## config.mk

```make
export PLATFORM = sky130hd
export DESIGN_NAME = hazard_ctrl
export DESIGN_NICKNAME = d
export VERILOG_FILES = /design/src/rtl/hazard_ctrl.sv
export SDC_FILE = /design/constraint.sdc
export NUM_CORES = 1
export LEC_CHECK = 0
export ABC_AREA = 1
export CORE_UTILIZATION = 40
export DETAILED_ROUTE_END_ITERATION = 8
export SYNTH_ARGS = -nofsm -noshare
export SYNTH_HDL_FRONTEND = slang
export SYNTH_SLANG_ARGS = --single-unit
export TNS_END_PERCENT = 10
```

## constraint.sdc

```tcl
create_clock -name clk -period 3.16 [get_ports clk]
set_input_delay 0.632 -clock clk [delete_from_list [all_inputs] [get_ports clk]]
set_output_delay 0.632 -clock clk [all_outputs]
set_load 0.02 [all_outputs]
```

## src/rtl/hazard_ctrl.sv

```systemverilog
// Hazard control for the five-stage MIPS pipeline: keeps a shadow E/M/W record
// of register usage and derives stall/bubble and forwarding selects from Tuse/Tnew.
module hazard_ctrl #(
  parameter int SEL_W = 4
) (
  input  logic             clk,
  input  logic             reset,
  input  logic [31:0]      instr_D,
  output logic             stall,
  output logic             clr,
  output logic [SEL_W-1:0] mfcmp1dSel,
  output logic [SEL_W-1:0] mfcmp2dSel,
  output logic [SEL_W-1:0] mfaluaeSel,
  output logic [SEL_W-1:0] mfalubeSel,
  output logic [SEL_W-1:0] mfdeSel
);

  localparam logic [1:0] SRC_NONE = 2'd0;
  localparam logic [1:0] SRC_ALU  = 2'd1;
  localparam logic [1:0] SRC_DM   = 2'd2;
  localparam logic [1:0] SRC_PC   = 2'd3;
  localparam logic [1:0] TUSE_NONE = 2'd3;

  localparam logic [5:0] OP_RTYPE = 6'h00;
  localparam logic [5:0] OP_J     = 6'h02;
  localparam logic [5:0] OP_JAL   = 6'h03;
  localparam logic [5:0] OP_BEQ   = 6'h04;
  localparam logic [5:0] OP_ORI   = 6'h0d;
  localparam logic [5:0] OP_LUI   = 6'h0f;
  localparam logic [5:0] OP_LW    = 6'h23;
  localparam logic [5:0] OP_SW    = 6'h2b;
  localparam logic [5:0] FN_JR    = 6'h08;
  localparam logic [5:0] FN_ADDU  = 6'h21;
  localparam logic [5:0] FN_SUBU  = 6'h23;

  typedef struct packed {
    logic [4:0] rs;
    logic [4:0] rt;
    logic [4:0] dest;
    logic [1:0] tnew;
    logic [1:0] src;
  } e_rec_t;

  // Later stages only keep the fields that are still consulted downstream.
  typedef struct packed {
    logic [4:0] rt;
    logic [4:0] dest;
    logic [1:0] tnew;
    logic [1:0] src;
  } m_rec_t;

  typedef struct packed {
    logic [4:0] dest;
    logic [1:0] src;
  } w_rec_t;

  typedef struct packed {
    e_rec_t     rec;
    logic [1:0] tuse_rs;
    logic [1:0] tuse_rt;
  } dec_t;

  function automatic dec_t decode(input logic [31:0] instr);
    dec_t d;
    d.rec.rs   = instr[25:21];
    d.rec.rt   = instr[20:16];
    d.rec.dest = 5'd0;
    d.rec.tnew = 2'd0;
    d.rec.src  = SRC_NONE;
    d.tuse_rs  = TUSE_NONE;
    d.tuse_rt  = TUSE_NONE;
    case (instr[31:26])
      OP_RTYPE: begin
        // A non-zero shamt field makes these encodings undefined.
        if (instr[10:6] == 5'd0) begin
          case (instr[5:0])
            FN_ADDU, FN_SUBU: begin
              d.tuse_rs  = 2'd1;
              d.tuse_rt  = 2'd1;
              d.rec.dest = instr[15:11];
              d.rec.tnew = 2'd1;
              d.rec.src  = SRC_ALU;
            end
            FN_JR:   d.tuse_rs = 2'd0;
            default: d.tuse_rs = TUSE_NONE;
          endcase
        end else begin
          d.tuse_rs = TUSE_NONE;
        end
      end
      OP_ORI: begin
        d.tuse_rs  = 2'd1;
        d.rec.dest = instr[20:16];
        d.rec.tnew = 2'd1;
        d.rec.src  = SRC_ALU;
      end
      OP_LUI: begin
        d.rec.dest = instr[20:16];
        d.rec.tnew = 2'd1;
        d.rec.src  = SRC_ALU;
      end
      OP_LW: begin
        d.tuse_rs  = 2'd1;
        d.rec.dest = instr[20:16];
        d.rec.tnew = 2'd2;
        d.rec.src  = SRC_DM;
      end
      OP_SW: begin
        d.tuse_rs = 2'd1;
        d.tuse_rt = 2'd2;
      end
      OP_BEQ: begin
        d.tuse_rs = 2'd0;
        d.tuse_rt = 2'd0;
      end
      OP_JAL: begin
        d.rec.dest = 5'd31;
        d.rec.tnew = 2'd1;
        d.rec.src  = SRC_PC;
      end
      OP_J:    d.tuse_rs = TUSE_NONE;
      default: d.tuse_rs = TUSE_NONE;
    endcase
    return d;
  endfunction

  function automatic logic hit(input logic [4:0] r, input logic [1:0] tuse,
                               input e_rec_t e, input m_rec_t m);
    return (tuse != TUSE_NONE) && (r != 5'd0) &&
           (((e.dest == r) && (e.tnew > tuse)) || ((m.dest == r) && (m.tnew > tuse)));
  endfunction

  function automatic logic [SEL_W-1:0] fwd_w(input logic [4:0] r, input w_rec_t w);
    logic [SEL_W-1:0] sel;
    sel = SEL_W'(0);
    if ((r != 5'd0) && (w.dest == r)) begin
      case (w.src)
        SRC_ALU: sel = SEL_W'(3);
        SRC_DM:  sel = SEL_W'(4);
        SRC_PC:  sel = SEL_W'(5);
        default: sel = SEL_W'(0);
      endcase
    end else begin
      sel = SEL_W'(0);
    end
    return sel;
  endfunction

  function automatic logic [SEL_W-1:0] fwd_mw(input logic [4:0] r, input m_rec_t m,
                                              input w_rec_t w);
    logic [SEL_W-1:0] sel;
    sel = SEL_W'(0);
    if ((r != 5'd0) && (m.dest == r) && (m.tnew == 2'd0)) begin
      case (m.src)
        SRC_ALU: sel = SEL_W'(1);
        SRC_PC:  sel = SEL_W'(2);
        default: sel = SEL_W'(0);
      endcase
    end else begin
      sel = fwd_w(r, w);
    end
    return sel;
  endfunction

  dec_t   dec_s;
  e_rec_t e_r;
  m_rec_t m_r;
  m_rec_t m_next_s;
  w_rec_t w_r;
  logic   stall_s;

  // Decode the D-stage instruction and evaluate the Tuse/Tnew stall rule.
  always_comb begin
    dec_s   = decode(instr_D);
    stall_s = hit(dec_s.rec.rs, dec_s.tuse_rs, e_r, m_r) ||
              hit(dec_s.rec.rt, dec_s.tuse_rt, e_r, m_r);
  end

  // Record entering M: Tnew counts down by one, saturating at zero.
  always_comb begin
    m_next_s.rt   = e_r.rt;
    m_next_s.dest = e_r.dest;
    m_next_s.src  = e_r.src;
    if (e_r.tnew != 2'd0) begin
      m_next_s.tnew = e_r.tnew - 2'd1;
    end else begin
      m_next_s.tnew = 2'd0;
    end
  end

  // Shadow pipeline; M and W keep advancing while D/E are held.
  always_ff @(posedge clk) begin
    if (reset) begin
      e_r <= '0;
      m_r <= '0;
      w_r <= '0;
    end else begin
      e_r      <= stall_s ? '0 : dec_s.rec;
      m_r      <= m_next_s;
      w_r.dest <= m_r.dest;
      w_r.src  <= m_r.src;
    end
  end

  // Drive control outputs, forced quiet while reset is asserted.
  always_comb begin
    if (reset) begin
      stall      = 1'b0;
      clr        = 1'b0;
      mfcmp1dSel = SEL_W'(0);
      mfcmp2dSel = SEL_W'(0);
      mfaluaeSel = SEL_W'(0);
      mfalubeSel = SEL_W'(0);
      mfdeSel    = SEL_W'(0);
    end else begin
      stall      = stall_s;
      clr        = stall_s;
      mfcmp1dSel = fwd_mw(dec_s.rec.rs, m_r, w_r);
      mfcmp2dSel = fwd_mw(dec_s.rec.rt, m_r, w_r);
      mfaluaeSel = fwd_mw(e_r.rs, m_r, w_r);
      mfalubeSel = fwd_mw(e_r.rt, m_r, w_r);
      mfdeSel    = fwd_w(m_r.rt, w_r);
    end
  end

endmodule

```

==> results of run 1 <==
==> worst min-delay path by stage <==
stage	from	to	slack [ns]	cells past startpoint
floorplan	e_r[1]	m_r[1]	0.39	2
global placement	e_r[1]	m_r[1]	0.39	2
detailed placement	e_r[1]	m_r[1]	0.39	2
CTS	e_r[1]	m_r[1]	0.40	2
global route	e_r[1]	m_r[1]	0.44	2
finish	e_r[1]	m_r[1]	0.40	2
==> synth_stat cells (all sizes together) <==
library cell	count
ha	9
conb	1
o31ai	1
nand3	34
clkbuf	5
o21bai	2
nand3b	1
nand4	8
nor3	10
o22ai	4
inv	77
dfxtp	39
nor2	93
xor2	13
nand2	99
o21ai	21
buf	9
o211ai	1
a21oi	12
xnor2	8
nor4	1
==> worst register-to-register path, stage by stage, from the launching register on <==
cell	delay [ns]
dfxtp_1	0.34
ha_1	0.29
inv_1	0.04
o21bai_1	0.17
nand2_1	0.09
nor2_2	0.13
nand3_1	0.09
nand2_1	0.08
nand2_2	0.06
buf_4	0.12
buf_4	0.13
nand3_4	0.06
buf_12	0.19
nor2_1	0.06
==> metrics by stage <==
stage | total power [mW] | setup TNS (ns) | setup WS, ns
after floorplan | 0.6510 | 0 | 0.1189
after global placement | 0.7602 | -3.806 | -0.8767
after detailed placement | 0.7638 | -4.711 | -0.9221
after CTS | 1.187 | -0.2685 | -0.1349
after global routing | 1.244 | -0.3466 | -0.1530
final | 1.182 | -0.05919 | -0.02998
==> state kept, by name, indices dropped and copies added, names as in the netlist <==
register,flops
e_r,18
m_r,14
w_r,7
==> layout by cell type, fill, tap and decap left out, types with 2 or more instances in the layout <==
master | netlist | layout
a21oi_1 | 12 | 7
dlygate4sd2_1 | 0 | 10
clkdlybuf4s15_1 | 0 | 3
o21ai_0 | 21 | 21
nand2_1 | 96 | 95
nand3_4 | 1 | 2
nand4_1 | 8 | 8
ha_1 | 9 | 8
inv_1 | 76 | 72
o22ai_1 | 4 | 4
a21oi_2 | 0 | 5
nand3_1 | 32 | 31
conb_1 | 1 | 5
clkdlybuf4s50_1 | 0 | 24
buf_4 | 6 | 52
nor3_1 | 10 | 10
nor2_4 | 13 | 14
nand2_2 | 3 | 4
xnor2_1 | 8 | 8
clkbuf_2 | 0 | 3
clkbuf_8 | 0 | 5
dfxtp_1 | 39 | 39
xor2_1 | 13 | 13
nor2_1 | 77 | 69
nor2_2 | 3 | 10
o21bai_1 | 2 | 2
inv_2 | 1 | 5
buf_2 | 1 | 6
==> per-layer routing <==
metal  GRT usage, %  vias to the layer above  wire length (um)
met3          3.272                       11               267
met2          38.46                       74              3749
li1               -                     1574                 -
met5              0                        -                 0
met4          8.485                        0               154
met1          28.78                     1322              3385
==> timing repair <==
action / CTS / global route
buffers inserted: 7 / 1
pin swaps: 25 / 16
gates resized for setup: 61 / 24
setup endpoints to repair: 8 / 8
==> cell type report <==
cell class / count / share of cell area (%)
inverters: 77 / 7.437
well taps: 96 / 3.091
repair buffers: 101 / 21.54
multi-input cells: 322 / 44.95
clock inverters: 3 / 1.127
flip-flops and latches: 39 / 20.09
clock buffers: 5 / 1.771
==> power by group <==
| group | internal [mW] | switching (mW) |
|---|---|---|
| logic | 0.113 | 0.129 |
| registers | 0.503 | 0.00964 |
| clock network | 0.235 | 0.192 |
==> cell families after synthesis <==
logic type | count (synthesis)
AO/OA/AOI/OAI | 41
XOR/XNOR | 21
adder cells (fa/ha/maj) | 9
buffers and inverters | 91
flip-flops | 39
other | 1
AND/OR/NAND/NOR | 246
==> results.sh, run 1 <==
export IMPL_rsz0062_at_grt="yes"
export IMPL_wl_um=7556
export IMPL_ir_drop_uv=161.6
export IMPL_antenna_found_initial=0
export IMPL_r2r_end="e_r[1]"
export IMPL_rows=30
export IMPL_grt_pass1_vias=2816
export IMPL_ctsLongestPathBuffers=2
export IMPL_fin_crit_ns=3.190
export IMPL_worstSetupPathType="primary input to output pin"
export IMPL_period_share_pct=100.9
export IMPL_powerDensity_nw_per_um2=304.2
export IMPL_wl_per_cell_um=11.75
export IMPL_core_area_sq_um=6794
export IMPL_overflow=0
export IMPL_crit_path_frequent_cell="nor2_2"
export IMPL_layout_cells_non_filler=643
export IMPL_hold_class="register to register"
export IMPL_synth_top_area_share_pct=27.71
export IMPL_path_buf_inv=5
export IMPL_critPathTopFamily="simple AND/OR/NAND/NOR gates"
export IMPL_reg2reg_from="e_r[3]"
export IMPL_fin_skew_ns=0.01403
export IMPL_netlist_area_sq_um=2818
export IMPL_required_ns=2.53
export IMPL_final_nets=589
export IMPL_ios=56
export IMPL_portBuffers=50
export IMPL_end_kind="output pin"
export IMPL_reg2reg_slack_ns=1.16
export IMPL_muxShareOfSynthArea_pct=0
export IMPL_grt_start_max_net_pins=29
export IMPL_initial_utilization_pct=41.47
export IMPL_yosysWarnings=0
export IMPL_crit_slowest_cell="ha_1"
export IMPL_area_growth_pct=37.92
export IMPL_clock_latency_ns=0.30
export IMPL_drive_gt1_share_pct=20.84
export IMPL_path_cells="dlygate4sd2_1 > inv_1 > buf_4 > nand4_1 > nor2_2 > nor2_2 > nor2_2 > ha_1 > inv_1 > o21bai_1 > nand2_1 > nor2_2 > nand3_1 > nand2_1 > nand2_2 > a21oi_2 > buf_4"
export IMPL_avgSynthCellArea_sq_um=6.290
export IMPL_synthAdderAreaFrac_pct=3.996
export IMPL_path_max_fanout=2
export IMPL_leakage_nw=1.878
export IMPL_placed_cells=627
export IMPL_synth_top_area_cell="dfxtp_1"
export IMPL_tritoncts="done"
export IMPL_multi_input_area_sq_um=1747
export IMPL_dp_hpwl_um=6166
export IMPL_die_w_um=85.93
export IMPL_maxSlewViolCount=0
export IMPL_worstSetupStartpointType="primary input"
export IMPL_slowest_delay_ns=0.28
export IMPL_drc=0
export IMPL_endpoint="stall"
export IMPL_ys_ff_latch=39
export IMPL_gp_congestion=0.8614
export IMPL_max_freq_mhz=313.5
export IMPL_cts_root_buf="clkbuf_8"
export IMPL_die_h_um=85.93
export IMPL_final_util_pct=57.20
export IMPL_violations="setup timing"
export IMPL_synth_cell_types=30
export IMPL_synthSimpleGateAreaFrac_pct=40.28
export IMPL_dr_total_vias=2981
export IMPL_seq_area_sq_um=780.7
export IMPL_clkTransAtPathRegs_ns=0.07
export IMPL_holdWs_ns=0.4016
export IMPL_vias_per_cell=4.636
export IMPL_place_area_sq_um=3700
export IMPL_stdcell_area_sq_um=3886
export IMPL_n_fill_cell=695
export IMPL_crit_cells=17
export IMPL_htree_levels=2
export IMPL_layout_setup_ws_ns=-0.02998
export IMPL_first_pass_iters=4
export IMPL_die_area_sq_um=7384
export IMPL_drv_cap=0
export IMPL_hold_viol=0
export IMPL_ant_nets=0
export IMPL_dr_first_iter_drc_count=138
export IMPL_outcome="finished with violations"
export IMPL_grt_use_total_pct=22.58
export IMPL_setup_violations=2
export IMPL_worstPathArrival_ns=2.56
export IMPL_grt_pass1_wl_um=13110
export IMPL_cts_buffers=5
export IMPL_holdBufCountCts=0
export IMPL_synth_top_cells_by_area="dfxtp_1 28%, nand2_1 13%, nor2_1 10%"
export IMPL_synth_xor_area_share_pct=6.528
export IMPL_netlist_instances=448
export IMPL_synth_compound_area_share_pct=7.815
export IMPL_ys_seq_area_share_pct=27.71
export IMPL_antennaDiodeCount=0
export IMPL_cts_sinks=39
export IMPL_synth_top_family_by_area="simple AND/OR/NAND/NOR gates"
export IMPL_crit_path_start="instr_D[6]"
export IMPL_reg2regPathDepth=13
No activity file was read; power rests on OpenSTA's default activity.
==> inputs of run 2 (changes only) <==
- REMOVE_ABC_BUFFERS: unset -> 1
- SLEW_MARGIN: unset -> 20
==> results.sh, run 2 (synthesized netlist as in run 1, its figures left out) <==
export IMPL_outcome="complete, no violations"
export IMPL_worstSetupPathType="primary input to output pin"
export IMPL_fin_skew_ns=0.008669
export IMPL_post_place_ws_ns=-0.9218
export IMPL_htree_levels=2
export IMPL_ios=56
export IMPL_die_area_sq_um=7384
export IMPL_final_nets=578
export IMPL_layout_commonest_cell="nand2_1"
export IMPL_leakage_nw=1.812
export IMPL_tritoncts="done"
export IMPL_die_w_um=85.93
export IMPL_cts_buffers=5
export IMPL_antennaDiodeCount=0
export IMPL_cts_root_buf="clkbuf_8"
export IMPL_placed_cells=621
export IMPL_first_pass_iters=4
export IMPL_clock_latency_ns=0.30
export IMPL_n_fill_cell=688
export IMPL_largest_reg_flops=18
export IMPL_drc=0
export IMPL_drv_cap=0
export IMPL_worstPathArrival_ns=2.47
export IMPL_grt_start_max_net_pins=29
export IMPL_core_area_sq_um=6794
export IMPL_hold_viol=0
export IMPL_fin_crit_ns=3.098
export IMPL_dr_first_iter_drc_count=76
export IMPL_ant_nets=0
export IMPL_wl_per_cell_um=11.88
export IMPL_grt_pass1_wl_um=12560
export IMPL_vias_per_cell=4.639
export IMPL_rsz0062_at_grt="yes"
export IMPL_reg_largest_list="e_r x18, m_r x14, w_r x7"
export IMPL_powerDensity_nw_per_um2=289.3
export IMPL_worstSetupStartpointType="primary input"
export IMPL_multi_input_area_sq_um=1742
export IMPL_ir_drop_uv=143.5
export IMPL_rows=30
export IMPL_grt_pass1_vias=2822
export IMPL_antenna_found_initial=0
export IMPL_path_max_fanout=3
export IMPL_seq_area_sq_um=780.7
export IMPL_setup_violations=0
export IMPL_layout_setup_ws_ns=0.06242
export IMPL_stdcell_area_sq_um=3790
export IMPL_place_area_sq_um=3664
export IMPL_reg2reg_slack_ns=1.34
export IMPL_end_kind="output pin"
export IMPL_ctsLongestPathBuffers=2
export IMPL_p_total_mw=1.096
export IMPL_holdWs_ns=0.4212
export IMPL_layout_cells_non_filler=632
export IMPL_period_share_pct=98.02
export IMPL_hold_class="register to register"
export IMPL_top_register="e_r"
export IMPL_drive_gt1_share_pct=19.96
export IMPL_layout_common_cells="94 x nand2_1, 70 x inv_1, 69 x nor2_1"
export IMPL_cts_sinks=39
export IMPL_clkTransAtPathRegs_ns=0.08
export IMPL_portBuffers=50
export IMPL_overflow=0
export IMPL_max_freq_mhz=322.8
export IMPL_totalNegativeSetupSlack_ns=0
export IMPL_maxSlewViolCount=0
export IMPL_wl_um=7509
export IMPL_grt_use_total_pct=21.44
export IMPL_dp_hpwl_um=6050
export IMPL_final_util_pct=55.78
export IMPL_required_ns=2.53
export IMPL_die_h_um=85.93
export IMPL_dr_total_vias=2932
export IMPL_area_growth_pct=34.50
export IMPL_gp_congestion=0.8688
export IMPL_initial_utilization_pct=41.47
export IMPL_holdBufCountCts=0
-- run 2: cell count changes in the layout (fill, tap and decap cells not counted), moves of 2 or more --
cell,previous run,this run
a21oi_1,7,9
a21oi_2,5,2
buf_2,6,0
buf_4,52,38
buf_6,0,4
clkbuf_2,3,12
clkdlybuf4s15_1,3,5
clkinvlp_4,0,2
dlygate4sd2_1,10,3
inv_1,72,70
inv_2,5,7
o21ai_0,21,19
o21ai_1,0,2
-- run 2: repair_timing --
| item | in CTS | in global routing |
|---|---|---|
| pin swaps | 24 | 27 |
| gates resized for setup | 44 | 57 |
| setup endpoints to repair | 8 | 7 |
| buffers inserted | 2 | 1 |
-- run 2: final cells by class --
cell class / instances / share of cell area (%)
Multi-Input combinational cell: 322 / 45.96
Sequential cell: 39 / 20.60
Timing Repair Buffer: 90 / 20.30
Inverter: 77 / 7.626
Tap cell: 96 / 3.169
Clock buffer: 5 / 1.816
Clock inverter: 3 / 0.5282
-- run 2: worst max-delay path: stages --
cell	delay, ns
buf_6	0.10
nor2_4	0.14
nand3_4	0.10
nor2_4	0.11
nand2_2	0.08
nor2_2	0.09
nor2_2	0.05
ha_1	0.28
inv_1	0.04
o21bai_1	0.15
nand2_1	0.08
nor2_2	0.10
nand3_1	0.08
nand2_1	0.08
nand2_2	0.07
a21oi_4	0.14
buf_6	0.13
-- run 2: per-layer routing --
metal  vias to the layer above  share of wire [%]  GRT usage (%)
met3                        16                2.7          2.502
met5                         -                  0              0
met1                      1311                 45          25.53
met2                        59                 50          38.74
met4                         0                3.0          8.939
li1                       1546                  -              -
-- run 2: power by group --
part	leakage, nW	switching (mW)	internal, mW
registers	0.318	0.00966	0.503
logic	1.45	0.129	0.109
clock network	0.0402	0.192	0.154
total	1.81	0.331	0.766
-- run 2: final timing paths --
path              cells past startpoint         from     end
setup / recovery                     17  instr_D[31]   stall
hold / removal                        1       e_r[2]  m_r[2]
setup reg to reg                     13       m_r[4]  e_r[1]
hold reg to reg                       1       e_r[2]  m_r[2]
==> inputs of run 3 (changes only) <==
- CORE_UTILIZATION: 40 -> 35
==> results.sh, run 3 (synthesized netlist as in run 1, its figures left out) <==
export IMPL_vias_per_cell=4.586
export IMPL_clock_latency_ns=0.31
export IMPL_wl_per_cell_um=11.75
export IMPL_largest_reg_flops=18
export IMPL_final_util_pct=50.29
export IMPL_drc=0
export IMPL_die_area_sq_um=8413
export IMPL_portBuffers=50
export IMPL_worstPathArrival_ns=2.52
export IMPL_pwr_share_seq_pct=42.9
export IMPL_cts_root_buf="clkbuf_8"
export IMPL_antennaDiodeCount=0
export IMPL_die_h_um=91.73
export IMPL_drive_gt1_share_pct=18.33
export IMPL_ir_drop_uv=158.7
export IMPL_setup_violations=0
export IMPL_antenna_found_initial=0
export IMPL_dr_first_iter_drc_count=99
export IMPL_ant_nets=0
export IMPL_end_kind="output pin"
export IMPL_cts_sinks=39
export IMPL_drv_cap=0
export IMPL_cts_buffers=5
export IMPL_wl_um=7543
export IMPL_max_freq_mhz=317.8
export IMPL_top_register="e_r"
export IMPL_worstSetupStartpointType="primary input"
export IMPL_layout_common_cells="95 x nand2_1, 72 x inv_1, 70 x nor2_1"
export IMPL_pwr_share_comb_pct=20.2
export IMPL_n_fill_cell=802
export IMPL_initial_utilization_pct=36.28
export IMPL_powerDensity_nw_per_um2=305.8
export IMPL_final_nets=582
export IMPL_overflow=0
export IMPL_gp_congestion=0.8996
export IMPL_fin_skew_ns=0.007348
export IMPL_core_area_sq_um=7767
export IMPL_grt_pass1_wl_um=12770
export IMPL_required_ns=2.53
export IMPL_rows=32
export IMPL_holdWs_ns=0.4192
export IMPL_first_pass_iters=4
export IMPL_grt_pass1_vias=2920
export IMPL_tritoncts="done"
export IMPL_maxSlewViolCount=0
export IMPL_dr_total_vias=2944
export IMPL_clkTransAtPathRegs_ns=0.08
export IMPL_area_growth_pct=38.63
export IMPL_hold_class="register to register"
export IMPL_path_max_fanout=3
export IMPL_layout_commonest_cell="nand2_1"
export IMPL_htree_levels=2
export IMPL_p_sw_share_pct=28.29
export IMPL_rsz0062_at_grt="yes"
export IMPL_grt_start_max_net_pins=29
export IMPL_clock_power_share_pct=36.9
export IMPL_dp_hpwl_um=6163
export IMPL_outcome="complete, no violations"
export IMPL_hold_viol=0
export IMPL_p_int_uw=856.7
export IMPL_period_share_pct=99.59
export IMPL_p_total_mw=1.195
export IMPL_leakage_nw=1.954
export IMPL_die_w_um=91.73
export IMPL_worstSetupPathType="primary input to output pin"
export IMPL_p_switching_uw=338.0
export IMPL_post_place_ws_ns=-0.7445
export IMPL_layout_setup_ws_ns=0.01296
export IMPL_ctsLongestPathBuffers=2
export IMPL_ios=56
export IMPL_fin_crit_ns=3.147
export IMPL_reg_largest_list="e_r x18, m_r x14, w_r x7"
export IMPL_grt_use_total_pct=19.00
==> run 3: changes by cell type in the layout (fill, tap and decap cells not counted), moves of 2 or more <==
cell and delta:
buf_4 +4, clkbuf_2 -7, clkdlybuf4s15_1 -5, clkinvlp_4 -2, dlymetal6s2s_1 +11, inv_1 +2, inv_2 -2, o21ai_0 +2
o21ai_1 -2
==> run 3: worst paths after layout <==
check | depth (start not counted) | start | slack [ns] | end
worst max register to register | 12 | m_r[2] | 1.33 | e_r[12]
worst max-delay path | 17 | instr_D[31] | 0.01 | stall
worst min register to register | 2 | e_r[1] | 0.42 | m_r[1]
worst min-delay path | 2 | e_r[1] | 0.42 | m_r[1]
==> run 3: layout make-up <==
type | instances | area, sq um | area share, %
Clock buffer | 5 | 68.82 | 1.762
Clock inverter | 3 | 47.55 | 1.217
Inverter | 77 | 289.0 | 7.399
Multi-Input combinational cell | 322 | 1728 | 44.23
Tap cell | 102 | 127.6 | 3.267
Sequential cell | 39 | 780.7 | 19.99
Timing Repair Buffer | 94 | 864.6 | 22.13
==> run 3: timing repair <==
item,CTS,global route
hold buffers,0,0
endpoints found under the setup margin,8,9
buffers inserted,0,4
endpoints found under the hold margin,0,0
pin swaps,2,26
gates resized for setup,22,51
==> run 3: through the flow <==
stage / setup TNS (ns) / area [sq um] / std cells
floorplan: -0.06897 / 2740 / 438
global placement: -2.433 / 3694 / 630
detailed placement: -2.459 / 3694 / 630
CTS: -0.4654 / 3804 / 638
global route: -0.4404 / 3906 / 642
finish: 0 / 3906 / 642
==> run 3: routing by layer <==
metal	wire, um	vias to the layer above	share of wire (%)	GRT usage (%)
li1	-	1558	-	-
met4	333	0	4.4	10.55
met2	3586	81	48	33.77
met1	3307	1277	44	21.52
met3	315	28	4.2	3.151
met5	0	-	0	0
==> run 3: power groups by stage <==
stage                     clock (mW)  sequential [mW]  combinational, mW
after floorplan                    0            0.522              0.117
after global placement             0            0.524              0.238
after detailed placement           0            0.524              0.241
after CTS                      0.455            0.512              0.240
after global routing           0.472            0.514              0.269
final                          0.440            0.513              0.242
==> run 3: critical path, stage by stage <==
cell	delay (ns)
buf_8	0.10
nor2_4	0.14
nand3_4	0.10
nor2_4	0.15
nand2_2	0.08
nor2_2	0.12
nor2_2	0.05
ha_1	0.28
inv_1	0.04
o21bai_1	0.13
nand2_1	0.06
nor2_1	0.10
nand3_1	0.08
nand2_1	0.08
nand2_2	0.07
a21oi_4	0.17
buf_6	0.13
==> patch: new RTL, settings of run 2 <==
Set the parameter `SEL_W` to 3 (it was 4).
--- a/src/rtl/hazard_ctrl.sv
+++ b/src/rtl/hazard_ctrl.sv
@@ -1,7 +1,7 @@
 // Hazard control for the five-stage MIPS pipeline: keeps a shadow E/M/W record
 // of register usage and derives stall/bubble and forwarding selects from Tuse/Tnew.
 module hazard_ctrl #(
-  parameter int SEL_W = 4
+  parameter int SEL_W = 3
 ) (
   input  logic             clk,
   input  logic             reset,
Ports: changed (5 resized); port bits go from 56 to 51. The function was not compared with the original's and may differ.
==> patch against run 2 <==
The flow now finishes with violations (negative setup slack); maximum frequency shrank 2.4%; worst setup slack worse by 0.076 ns; synthesized area is 1.5% lower; register-to-register slack gained 0.02 ns; core utilization is 3.3 points higher; sequential cell count unchanged; routed wire length grew 2.2%; final area increased by 1.8%; power increased by 8.2%; largest power group unchanged.
==> patch: results (changes against run 2) <==
| Metric | Value |
|---|---|
| Worst EP arrival | 2.54 ns (was 2.47 ns) |
| Sequential cell area share | 20.3% (was 20.6%) |
| Setup TNS | -0.0137 ns (was 0 ns) |
| Setup Skew | 0.0113 ns (was 0.00867 ns) |
| Fin area | 3860 sq um (was 3790 sq um) |
| WL per Instance | 12.6 microns (was 11.9 microns) |
| GPL Wtd Cong | 0.871 (was 0.869) |
| Status | finished, violations left (was finished, final reports clean) |
| Worst-case setup slack after placement | -0.798 ns (was -0.922 ns) |
| Fillers | 608 (was 688) |
| Via-to-Cell Ratio | 4.75 (was 4.64) |
| Detail Placement HPWL | 6.13 mm (was 6.05 mm) |
| Yosys cell types | 29 (was 30) |
| Average cell area after synthesis | 6.28 sq um (was 6.29 sq um) |
| Met3 Resource Use GR | 2.92% (was 2.50%) |
| Resized Gates After CTS | 26 (was 44) |
| GRT met1 Usage | 26.7% (was 25.5%) |
| Final setup violation count | 1 (was 0) |
| Final Worst Setup Slack | -0.0137 ns (was 0.0624 ns) |
| Failing checks | negative setup slack |
| Nets | 574 (was 578) |
| Multi-input combinational area share | 45.2% (was 46.0%) |
| Final wirelength | 7.68 mm (was 7.51 mm) |
| Hold depth | 2 (was 1) |
| HP Start | e_r[1] (was e_r[2]) |
| DP Area | 3630 sq um (was 3660 sq um) |
## patch: worst paths after layout
| kind | end | slack [ns] |
|---|---|---|
| setup reg to reg | e_r[1] | 1.36 |
| hold reg to reg | m_r[1] | 0.41 |
| hold / removal | m_r[1] | 0.41 |
| setup / recovery | stall | -0.01 |
## patch: cell families (layout without fill, tap and decap cells)
| family | after synthesis | after routing | synth area share [%] |
|---|---|---|---|
| compound gates | 41 | 41 | 7.93 |
| flops | 39 | 39 | 28.1 |
| simple gates | 246 | 246 | 40.9 |
| buf+inv | 86 | 176 | 12.4 |
| fa+ha+maj | 9 | 9 | 4.06 |
| xor+xnor | 21 | 21 | 6.62 |
## patch: per-layer routing
layer	part of all wire (%)	vias to the layer above
met2	49	60
met3	3.1	4
met1	46	1280
met4	1.0	0
met5	0	-
li1	-	1546
## patch: report_power, final
group | leakage, nW | switching (mW) | internal (mW)
sequential | 0.318 | 0.00923 | 0.503
combinational | 1.52 | 0.126 | 0.113
clock | 0.0548 | 0.198 | 0.238
total | 1.90 | 0.333 | 0.854
